==> src/rtl/ps2_frame_receiver.sv <==
// PS/2 frame receiver: assembles start/8 data/parity/stop frames into a byte with stall timeout.
// Define PS2_PARITY_CHECK_EN to make odd parity part of the accept decision.
module ps2_frame_receiver #(
  parameter int unsigned TIMEOUT_CYCLES = 200000
) (
  input  logic       clk,
  input  logic       rst,
  input  logic       sample_en,
  input  logic       kb_data,
  output logic [7:0] scan_code,
  output logic       scan_valid,
  output logic       frame_err,
  output logic       busy
);

  localparam int unsigned TmoW = $clog2(TIMEOUT_CYCLES);
  // Abort on the edge where the counter would reach TIMEOUT_CYCLES-1.
  localparam logic [TmoW-1:0] TmoAbort = TmoW'(TIMEOUT_CYCLES - 2);

`ifdef PS2_PARITY_CHECK_EN
  localparam bit ParityCheck = 1'b1;
`else
  localparam bit ParityCheck = 1'b0;
`endif

  typedef enum logic [1:0] {StIdle, StShift, StCheck} state_e;

  state_e          state_q, state_d;
  logic [9:0]      shift_q, shift_d;   // {stop, parity, data[7:0]} once complete
  logic [3:0]      bit_cnt_q, bit_cnt_d;
  logic [TmoW-1:0] tmo_q, tmo_d;
  logic [7:0]      scan_code_q, scan_code_d;
  logic            scan_valid_q, scan_valid_d;
  logic            frame_err_q, frame_err_d;
  logic            parity_ok, frame_good;

  assign parity_ok  = ~ParityCheck | (^shift_q[8:0]);
  assign frame_good = shift_q[9] & parity_ok;

  always_comb begin
    state_d      = state_q;
    shift_d      = shift_q;
    bit_cnt_d    = bit_cnt_q;
    tmo_d        = tmo_q;
    scan_code_d  = scan_code_q;
    scan_valid_d = 1'b0;
    frame_err_d  = 1'b0;
    unique case (state_q)
      StIdle: begin
        if (sample_en && !kb_data) begin
          state_d   = StShift;
          bit_cnt_d = '0;
          tmo_d     = '0;
        end
      end
      StShift: begin
        if (sample_en) begin
          shift_d   = {kb_data, shift_q[9:1]};
          bit_cnt_d = bit_cnt_q + 4'd1;
          tmo_d     = '0;
          if (bit_cnt_q == 4'd9) state_d = StCheck;
        end else if (tmo_q == TmoAbort) begin
          state_d     = StIdle;
          frame_err_d = 1'b1;
          tmo_d       = '0;
          bit_cnt_d   = '0;
        end else begin
          tmo_d = tmo_q + 1'b1;
        end
      end
      StCheck: begin
        state_d = StIdle;
        if (frame_good) begin
          scan_code_d  = shift_q[7:0];
          scan_valid_d = 1'b1;
        end else begin
          frame_err_d = 1'b1;
        end
      end
      default: state_d = StIdle;
    endcase
  end

  always_ff @(posedge clk or negedge rst) begin
    if (!rst) begin
      state_q      <= StIdle;
      shift_q      <= '0;
      bit_cnt_q    <= '0;
      tmo_q        <= '0;
      scan_code_q  <= 8'h00;
      scan_valid_q <= 1'b0;
      frame_err_q  <= 1'b0;
    end else begin
      state_q      <= state_d;
      shift_q      <= shift_d;
      bit_cnt_q    <= bit_cnt_d;
      tmo_q        <= tmo_d;
      scan_code_q  <= scan_code_d;
      scan_valid_q <= scan_valid_d;
      frame_err_q  <= frame_err_d;
    end
  end

  assign scan_code  = scan_code_q;
  assign scan_valid = scan_valid_q;
  assign frame_err  = frame_err_q;
  assign busy       = (state_q != StIdle);

endmodule

==> config.mk <==
export PLATFORM = sky130hd
export DESIGN_NAME = ps2_frame_receiver
export DESIGN_NICKNAME = d
export VERILOG_FILES = /design/src/rtl/ps2_frame_receiver.sv
export SDC_FILE = /design/constraint.sdc
export NUM_CORES = 1
export LEC_CHECK = 0
export ABC_AREA = 1
export CAP_MARGIN = 40
export CELL_PAD_IN_SITES_DETAIL_PLACEMENT = 1
export CELL_PAD_IN_SITES_GLOBAL_PLACEMENT = 2
export CORE_ASPECT_RATIO = 1.75
export CORE_MARGIN = 2
export CORE_UTILIZATION = 23
export DETAILED_ROUTE_END_ITERATION = 16
export PLACE_DENSITY_LB_ADDON = 0.1
export SETUP_SLACK_MARGIN = 0.05
export SLEW_MARGIN = 10
export SYNTH_ARGS = -nofsm -noshare
export SYNTH_HDL_FRONTEND = slang
export SYNTH_SLANG_ARGS = --single-unit
==> constraint.sdc <==
create_clock -name clk -period 5.1 [get_ports clk]
set_clock_uncertainty 0.15 [all_clocks]
set_input_delay 1.53 -clock clk [delete_from_list [all_inputs] [get_ports clk]]
set_output_delay 1.53 -clock clk [all_outputs]
set_load 0.005 [all_outputs]
# After elaboration in Yosys (flattened, before gate mapping)
# Index checks and enable logic that the tools add are counted.
[totals]
reg_bits = 44
inputBits = 4
wordCells = 45
[classes]
n_addsub = 2
reduce_logical = 10
mux = 19
n_eq_ne = 7
[ops]
columns = ["cell", "count"]
rows = [
  ["18-bit two-way mux", 3],
  ["18-bit one-hot mux with 2 select lines", 1],
  ["18-bit by 1-bit adder with 18-bit output (second input constant)", 1],
  ["18-bit == test (second input constant)", 1],
  ["4-bit two-way mux", 3],
  ["2-bit two-way mux", 4],
  ["4-bit one-hot mux with 2 select lines", 1],
  ["3-bit != test (second input constant)", 2],
  ["2-bit AND reduction", 3],
  ["3-bit AND reduction", 2],
  ["1-bit two-way mux", 5],
  ["4-bit by 1-bit adder with 4-bit output (second input constant)", 1],
  ["4-bit == test (second input constant)", 1],
  ["2-bit one-hot mux with 2 select lines", 1],
  ["2-bit nonzero test", 2],
  ["2-bit by 1-bit == test with 1-bit output (second input constant)", 1],
  ["2-bit == test (second input constant)", 1],
  ["2-bit logical NOT", 1],
  ["2-bit != test (second input constant)", 1],
  ["1-bit one-hot mux with 2 select lines", 1],
  ["1-bit logical AND", 1],
  ["1-bit logical NOT", 1],
]

# Longest topological paths before layout
[depth]
word_depth = 4
mapped_depth = 13
mapped_depth_nobuf = 13

# Worst setup path after synthesis
# OpenSTA, ideal clock, no wires.
[synth_timing]
kind = "input-to-reg"
from = "input port kb_data"
to = "register tmo_q[15]"
setup_slack_ns = 2.576
path_stages = 10
arrival_ns = 2.257
setup_time_ns = 0.117
n_path_buf = 0
cell_sequence = "inv_1 > nand3_2 > nand2_4 > inv_4 > nor2_8 > nand2_2 > nor2_2 > nand2_1 > nand2_1 > nor2_1"
[synth_via]
elab_chain_len = 4
[synth_rtl]
columns = ["element", "line", "text"]
rows = [
  ["start: declaration", "9", "input logic kb_data,"],
  ["1-bit logical NOT", "50", "if (sample_en && !kb_data) begin"],
  ["1-bit logical AND", "50", ""],
  ["2-bit != test (no source line)", "-", ""],
  ["2-bit AND reduction (no source line)", "-", ""],
  ["end signal: assignment", "97", "tmo_q <= tmo_d;"],
  ["end: declaration", "31", "logic [TmoW-1:0] tmo_q, tmo_d;"],
]
# No other way between the ends.
# A chain may end at the register's enable or synchronous reset.

# Final worst setup path
[layout_timing]
from = "register state_q[0]"
to = "output port busy"
[layout_via]
elab_chain_len = 1
[layout_rtl]
columns = ["element", "line", "text"]
rows = [
  ["start: declaration", "28", "state_e state_q, state_d;"],
  ["start signal: assignment", "86", "state_q <= StIdle;"],
  ["start signal: assignment", "94", "state_q <= state_d;"],
  ["2-bit nonzero test", "107", "assign busy = (state_q != StIdle);"],
  ["end: declaration", "13", "output logic busy"],
]
# No other way between the ends.

==> out/metrics.csv <==
metric,value,unit
run_status,completed,
ys_seq_area_share,48.1,%
yosysUniqueCellTypes,29,
grt_pass1_wl,10.4,mm
critPathKind,reg -> out,
ys_ff_latch,44,
yosysWarnings,0,
ant_nets,0,
root_buffer,clkbuf_16,
synth-xor-area-share,1.91,%
power.switching,0.000407,W
syn_inst,288,
grt_max_degree,24,
area_delta_synth_final,17.8,%
grt_setup_unrepaired,no,
synth_adder_area_share,4.37,%
overflow,0,
drt_iter0_drc,38,
cts_sinks,44,
totalPowerFinal,0.00114,W
fin_hold_ws,0.333,ns
power.leakage,1.28,nW
min-delay-start,shift_q[2]$_DFFE_PN0P_,
async_flop_share,100,%
end_kind,output port,
finalHoldViolCount,0,
yosysMostFrequentCell,nand2_1,
power_frac_clock,27.7,%
cts_inserted_buffers,5,
synth-compound-area-share,6.23,%
reg2reg_from,state_q[1]$_DFFE_PN0P_,
intPower,0.000731,W
synth.avg_cell_area,7.95,µm²
antenna_found_initial,0,
grt_usage,12.9,%
hold_buffers,0,
antenna_cells,0,
switching_share,35.8,%
layout.nets,316,
drcViolationCount,0,
cts_tree,yes,
routed_wl,6.25,mm
clock_latency,0.29,ns
cp.arrival,1.61,ns
layout_min_cycle_time,3.29,ns
syn_nets,300,
maxCapViolCount,0,
finalCritPeriodShare,64.5,%
cts_setup_buffers,0,
dr.pass1.iters,4,
ioPinCount,15,
tightestPinTransition,0.606,ns
synth_top_area_share,48.1,%
floorplan.rows,48,
maxSlewHeadroom,59.5,%
cp-startpoint,state_q[0]$_DFFE_PN0P_,
viasPerCell,4.24,
clkTransAtPathRegs,0.07,ns
tns,0,ns
grt_pass1_vias,2039,
dieArea,10800,µm²
placed_area,2560,µm²
port_buffers,14,
gp_congestion,0.688,
vias,1821,
critPathMaxFanout,3,
cts_buffer_depth,2,
startpoint_type,register,
drive_gt1_share,9.21,%
initial_core_util,23.4,%
stdcell_area,2700,µm²
yosysTopAreaCell,dfrtp_1,
drv_slew,0,
pwr-share-seq,41.8,%
die_x,79.4,µm
max_freq,304,MHz
synth_flop_cell,dfrtp_1,
synth.area.top_cells,"dfrtp_1, nand2_1, inv_1",
synthMuxAreaShare,0,%
hold_class,reg -> reg,
synth_top_family_by_area,simple AND/OR/NAND/NOR gates,
synth_edf_count,0,
power_density,422,nW/µm²
dieHeight,136,µm
combPwrFrac,30.6,%
cts_max_level,2,
cts_resized,0,
synth_area,2290,µm²
dp.final_hpwl,4.79,mm
routedWlPerCell,14.6,µm
yosys.area_share.simple,31.2,%
setup_viol,0,
yosys-top-cells-count,"nand2_1, dfrtp_1, inv_1",
core,9790,µm²
worst-endpoint-required,3.42,ns
ir_worst_vdd,0.150,mV
-- area by class of cell --
cell class	count	area [µm²]
clock buffers	5	125
clock inverters	2	12.5
fillers	1178	7090
inverters	41	156
multi-input cells	197	1000
flip-flops and latches	44	1100
well taps	125	156
repair buffers	15	143
-- flip-flops by register name (all words and copies together) (netlist names) --
name and flops:
tmo_q 18, shift_q 10, scan_code 8, bit_cnt_q 4, state_q 2, frame_err 1, scan_valid 1
-- worst max-delay path, cell delays in order, from the launching register on --
cell and delay (ns):
dfrtp_1 0.38, inv_1 0.09, ha_1 0.25, inv_1 0.10, clkdlybuf4s50_1 0.51
-- final timing paths --
kind	end	slack, ns	depth (start not counted)
min in group asynchronous	tmo_q[1]$_DFFE_PN0P_	1.08	1
worst max-delay path	busy	1.81	4
worst max register to register	tmo_q[5]$_DFFE_PN0P_	2.92	8
max in group asynchronous	scan_code[7]$_DFFE_PN0P_	2.99	2
worst min register to register	shift_q[2]$_DFFE_PN0P_	0.33	2
worst min-delay path	shift_q[2]$_DFFE_PN0P_	0.33	2
-- placed cells by master, fill, tap and decap left out, types with 5 or more instances in the layout --
cell / synthesis / layout
a21oi_1: 5 / 5
clkbuf_16: 0 / 5
clkdlybuf4s50_1: 0 / 13
dfrtp_1: 44 / 44
ha_1: 8 / 8
inv_1: 38 / 38
nand2_1: 80 / 80
nand2_2: 5 / 5
nand3_1: 14 / 14
nand4_1: 9 / 9
nor2_1: 30 / 30
nor2_2: 5 / 5
o21ai_0: 22 / 22
-- power groups by stage --
| stage | registers (W) | logic [W] | clock network, W |
|---|---|---|---|
| floorplan | 0.000472 | 0.000219 | 0 |
| global placement | 0.000482 | 0.000358 | 0 |
| detailed placement | 0.000483 | 0.000362 | 0 |
| CTS | 0.000477 | 0.000364 | 0.000332 |
| global route | 0.000487 | 0.000407 | 0.000342 |
| finish | 0.000475 | 0.000348 | 0.000315 |
-- routing by layer --
metal  routed length, µm  vias up  track usage (%)
met3                 109        5             2.19
met4                 102        0             4.60
li1                    -      928                -
met2                3640       16             25.1
met1                2400      872             13.4
met5                   0        -                0
-- logic make-up (layout without fill, tap and decap cells) --
group                      Yosys count  after routing
AOI/OAI and AO/OA                   28             28
xor gates and xnor gates             5              5
adders and majority gates            8              8
buffers and inverters               47             63
DFF                                 44             44
and+or+nand+nor                    156            156
-- stage by stage --
step	instances	worst slack, ns	utilization (%)
finish	429	1.81	27.5
global route	429	1.72	27.5
CTS	429	1.79	27.5
detailed placement	422	1.67	26.1
global placement	422	1.65	26.1
floorplan	288	2.58	-
(Power assumes the default switching activity.)
